===== src/rtl/word_serializer.sv =====
// word_serializer: captures a WIDTH-bit word and shifts it out LSB first over a
// valid/ready link, one bit per accepted transfer. load is gated until the word
// has fully drained; done pulses for one cycle after the final transfer.
// Optional feature macro: WORD_SERIALIZER_PARITY_EN appends an even-parity bit
// (XOR of the captured word) as an extra final transfer.
module word_serializer #(
  parameter int WIDTH = 16
) (
  input  logic             clk,
  input  logic             reset,
  input  logic [WIDTH-1:0] in,
  input  logic             load,
  output logic             load_ready,
  output logic             out,
  output logic             out_valid,
  input  logic             out_ready,
  output logic             out_last,
  output logic             done
);
  localparam int CW = $clog2(WIDTH + 1);

`ifdef WORD_SERIALIZER_PARITY_EN
  typedef enum logic [1:0] {IDLE, SHIFT, PARITY} state_t;
`else
  typedef enum logic [1:0] {IDLE, SHIFT} state_t;
`endif

  state_t         state, state_nxt;
  logic [WIDTH-1:0] sreg;
  logic [CW-1:0]    count;
  logic             xfer;
  logic             last_bit;
`ifdef WORD_SERIALIZER_PARITY_EN
  logic             par;
`endif

  // A transfer needs a valid bit; valid is simply "not idle".
  assign xfer     = (state != IDLE) & out_ready;
  assign last_bit = (count == CW'(WIDTH - 1));

  // State register.
  always_ff @(posedge clk or posedge reset) begin
    if (reset) state <= IDLE;
    else       state <= state_nxt;
  end

  // Next state and link outputs; out defaults to the shift register LSB,
  // which is zero after drain because the register zero-fills from the MSB.
  always_comb begin
    state_nxt  = state;
    load_ready = 1'b0;
    out_valid  = 1'b0;
    out_last   = 1'b0;
    out        = sreg[0];
    case (state)
      IDLE: begin
        load_ready = 1'b1;
        if (load) state_nxt = SHIFT;
      end
      SHIFT: begin
        out_valid = 1'b1;
`ifdef WORD_SERIALIZER_PARITY_EN
        if (xfer && last_bit) state_nxt = PARITY;
`else
        out_last = last_bit;
        if (xfer && last_bit) state_nxt = IDLE;
`endif
      end
`ifdef WORD_SERIALIZER_PARITY_EN
      PARITY: begin
        out_valid = 1'b1;
        out_last  = 1'b1;
        out       = par;
        if (xfer) state_nxt = IDLE;
      end
`endif
      default: state_nxt = IDLE;
    endcase
  end

  // Datapath: capture on accepted load, shift right on each data transfer,
  // and pulse done in the cycle after the word's final transfer.
  always_ff @(posedge clk or posedge reset) begin
    if (reset) begin
      sreg  <= '0;
      count <= '0;
      done  <= 1'b0;
`ifdef WORD_SERIALIZER_PARITY_EN
      par   <= 1'b0;
`endif
    end else begin
      done <= xfer && (state_nxt == IDLE);
      if (state == IDLE && load) begin
        sreg  <= in;
        count <= '0;
`ifdef WORD_SERIALIZER_PARITY_EN
        par   <= ^in;
`endif
      end else if (state == SHIFT && xfer) begin
        sreg  <= sreg >> 1;
        count <= count + CW'(1);
      end
    end
  end
endmodule

===== config.mk =====
export PLATFORM = sky130hd
export DESIGN_NAME = word_serializer
export DESIGN_NICKNAME = d
export VERILOG_FILES = /design/src/rtl/word_serializer.sv
export SDC_FILE = /design/constraint.sdc
export NUM_CORES = 1
export LEC_CHECK = 0
export ABC_AREA = 1
export CAP_MARGIN = 15
export CORE_MARGIN = 2
export CORE_UTILIZATION = 45
export DETAILED_ROUTE_END_ITERATION = 8
export DONT_BUFFER_PORTS = 1
export HOLD_SLACK_MARGIN = 0.12
export PLACE_DENSITY = 0.59
export RECOVER_POWER = 25
export SLEW_MARGIN = 20
export SYNTH_ARGS = -nofsm -noshare
export SYNTH_HDL_FRONTEND = slang
export SYNTH_SLANG_ARGS = --single-unit

===== constraint.sdc =====
create_clock -name clk -period 1.21 [get_ports clk]
set_input_delay 0.1815 -clock clk [delete_from_list [all_inputs] [get_ports clk]]
set_output_delay 0.1815 -clock clk [all_outputs]
set_load 0.01 [all_outputs]

After elaboration in Yosys (flattened, before gate mapping)
Index checks and enable logic that the tools add are counted.
Storage, ports and cells
  bits of input ports: 20
  register bits: 24
  logic and storage cells: 26
Cells by class
  multiplexer cells: 10
  reductions and logical operators: 8
  bitwise gates (word level): 1
  equal/unequal tests: 2
  $add $sub $neg: 1
Operators with widths (count)
  $mux W16: 2
  $mux W5: 2
  $add A5 B1 Y5 const B: 1
  $eq A5 B4 Y1 const B: 1
  $logic_and A1 B1 Y1: 4
  $logic_not A2 Y1: 2
  $mux W2: 2
  $pmux W2 S2: 1
  $reduce_bool A2 Y1: 2
  $mux W1: 3
  $eq A2 B1 Y1 const B: 1
  $and A1 B1 Y1: 1

Logic depth before layout (Yosys ltp)
  depth after elaboration: 7
  mapped depth: 8
  gate-level depth less buffers: 8

Least setup slack after synthesis
Ideal clock, no wire load.
  path type: reg2out
  from: register count[0]
  to: output port out_last
  required time: 1.028 ns
  cell stages (with the launch flop): 7
  path buffers: 0
  path slack: 0.005 ns
  data arrival time: 1.024 ns
  cell sequence: dfrtp_1 -> ha_1 -> nand2_1 -> nor2_1 -> ha_1 -> inv_1 -> nor2_1
Between the ends
  longest elaborated chain between the ends: 2
Ends and longest elaborated chain
  start, declared: RTL line 30  | logic [CW-1:0] count;
  start signal, assigned: RTL line 101  | count <= count + CW'(1);
  $eq A5 B4 Y1: RTL line 39  | assign last_bit = (count == CW'(WIDTH - 1));
  $mux W1: RTL line 55  | case (state)
  end, declared: RTL line 17  | output logic out_last,
No other way between the ends.

Worst setup path after layout
Ends and elaborated chain as after synthesis.

==> impl_metrics.yaml <==
status:
  run_status: "finished with violations"
  violations: "setup timing"
worst_setup_path:
  critPathMaxStageDelay_ns: 0.38
  worstPathBufferInverterCount: 1
  worstSetupEndpointType: "output pin"
  timing.critical_path.mode_cell: "nor2_4"
  worst_ep_required_time_ns: 1.03
  crit_chain: "ha_2 -> nand2_2 -> nor2_4 -> ha_4 -> inv_2 -> nor2_4"
  timing.critical_path.max_delay_family: "flip-flops"
  critPathMaxFanout: 2
  worst_ep_arrival_time_ns: 1.34
  cp_slowest_cell: "dfrtp_1"
  crit_type: "flip-flop to output pin"
  cp-start-kind: "flip-flop"
power_and_ir_drop:
  total_power_density_per_cell_area_mw_per_mm2: 1220
  clock_power_share_pct: 19.2
  netSwitchingPower_uw: 734
  power_report.internal_total_mw: 1.50
  power.ir.vdd_worst_mv: 0.804
  p_seq_share_pct: 49.3
  cellLeakagePower_nw: 0.899
  power_frac_comb_pct: 31.5
  power.switching_fraction_pct: 32.9
cells_and_area:
  seq_area_um2: 602
  final_layout_size_suffix_gt1_share_pct: 29.7
  nFillCells: 187
  layout_commonest_cell: "nand2_1"
  fin_nets: 215
  stdcell_area_mm2: 0.00183
  multi_input_comb_area_um2: 662
  layout_common_cells: "nand2_1, dfrtp_1, dlygate4sd3_1"
  utilization_pct: 72.6
  antenna_fix_cells: 0
  growth_of_design_area_from_synthesis_to_finish_pct: 49.2
timing:
  timing.final.max_slew_violations: 0
  period_minus_slack_ns: 1.52
  final_min_period_over_clock_period_pct: 125
  setup_ws_ns: -0.308
  setup_repair_after_global_routing_missed_its_margin: "true"
  worst_pin_slew_ns: 0.600
  finalSetupViolCount: 14
  worst_slew_margin_rel_pct: 60.0
  final-hold-violation-count: 0
  fmaxAchievable_ghz: 0.659
  worst_clock_skew_ns: 0.00406
global_routing:
  antenna_found_initial: 0
  grt_overflow_total: 0
  grt_pass1_wl_mm: 4.97
  pin_count_of_the_biggest_net_entering_global_routing: 25
  grt_pass1_vias: 1099
  grtUsageTotal_pct: 20.0
clock_tree:
  cts_sinks: 24
  clk_transition_reported_paths_ns: 0.13
  htreeDepth: 1
  worst_skew_pair.late_latency_ns: 0.31
  clock-root-buffer: "clkbuf_4"
  numCtsBuffers: 3
  tritoncts: "yes"
  clk_path_buf_depth: 2
route:
  drc_errors: 0
  detailedRoute.firstIterationViolations: 41
  totalWireLength_mm: 3.12
  vias_per_cell: 5.07
  wl_per_cell_um: 14.0
  num_vias: 1125
  postRouteAntennaNets: 0
  firstDrtPassIters: 4
flow_run:
  cap_violations: 0
logic_synthesis:
  synth.lib_cells_used.distinct: 19
  synth_fp_nets: 178
  postSynthCellCount: 156
  syn-cell-area_mm2: 0.00123
  postSynthRegisterBits: 24
  syn_area_per_cell_um2: 7.87
  synth-warning-count: 0
  ys_seq_area_share_pct: 48.9
placement:
  port_buffers: 0
  place_hpwl_mm: 1.73
  dpl-instance-area_mm2: 0.00129
  final_wtd_congestion: 0.683
  pre_cts_slack_ns: -0.0334
floorplan:
  core-area_mm2: 0.00252
  die_y_um: 56.2
  rows: 18
  initial_core_util_pct: 48.7
  floorplan.die.width_um: 56.2
  die_area_mm2: 0.00316
  num_io_pins: 25
worst_hold_path:
  hold_path.class: "input pin to flip-flop"
## sequential cells by signal, indices dropped and copies added, names as in the netlist
register,flops
count,5
done,1
sreg,16
state,2
## synthesized netlist by cell type (all sizes together)
master	number	share of area, %
o21ai	4	1.6
ha	2	2.0
o22ai	1	0.51
a21oi	1	0.41
nand2	62	20
nand3b	11	6.7
inv	21	6.6
nor2	7	2.8
nand3	17	7.3
conb	1	0.31
buf	5	3.0
dfrtp	24	49
## stage by stage
step	std cells	TNS, ns	hold slack (ns)	power [mW]
4_1_cts	218	-0.833	0.125	2.16
6_report	222	-0.615	0.155	2.24
5_1_grt	222	-1.69	0.162	2.37
2_1_floorplan	156	0	0.196	1.44
3_5_place_dp	189	-0.0372	0.146	1.56
3_3_place_gp	189	-0.00882	0.138	1.54
## routing by layer
layer  global-route usage (%)  wire length, um  vias to the layer above
li1                         -                -                      561
met1                     26.5             1360                      536
met2                     35.0             1600                       22
met3                     2.09               86                        6
met4                     5.10               65                        0
met5                        0                0                        -
## final cells by class
cell class | count | area share, %
sequential | 24 | 32.9
tap | 30 | 2.05
timing repair buffer | 37 | 22.0
clock buffer | 4 | 1.98
multi-input combinational | 106 | 36.1
inverter | 21 | 4.99
## worst reg2reg max path: stages (launching register included)
cell and delay (ns):
dfrtp_2 0.46, nor2_4 0.15, buf_6 0.14, nand2_8 0.08, buf_6 0.13, nand2_4 0.07
nand2_2 0.04, nand2_1 0.06, nand2_1 0.05
## worst paths after layout
kind / start / endpoint / slack (ns) / cells after the start
max: count[0] / out_last / -0.31 / 6
min: in[8] / sreg[8] / 0.16 / 3
max reg2reg: state[0] / sreg[14] / -0.05 / 8
min reg2reg: sreg[2] / sreg[2] / 0.49 / 2
max in group asynchronous: reset / state[0] / 0.35 / 3
min in group asynchronous: reset / state[1] / 0.44 / 3
## power by group through the flow
stage | combinational (mW) | clock, mW | sequential [mW]
final | 0.704 | 0.429 | 1.10
after global routing | 0.781 | 0.469 | 1.12
after CTS | 0.624 | 0.441 | 1.10
after detailed placement | 0.452 | 0 | 1.11
after global placement | 0.436 | 0 | 1.11
after floorplan | 0.355 | 0 | 1.09
## logic make-up (layout without fill, tap and decap cells)
| family | after synthesis | in the layout | synth area share, % |
|---|---|---|---|
| compound gates | 6 | 6 | 2.55 |
| buf+inv | 26 | 62 | 9.58 |
| flops | 24 | 24 | 48.9 |
| fa+ha+maj | 2 | 2 | 2.04 |
| other cells | 1 | 1 | 0.306 |
| simple gates | 97 | 97 | 36.6 |
## repair_timing
item                                    in CTS  in global routing
hold buffers                                18                  0
resized for setup                           37                 21
gates cloned                                 2                  1
endpoints found under the hold margin       44                  0
endpoints found under the setup margin      11                 25
pin swaps                                   13                 18
setup buffers                                5                  3
Power figures use the tool's default switching activity.
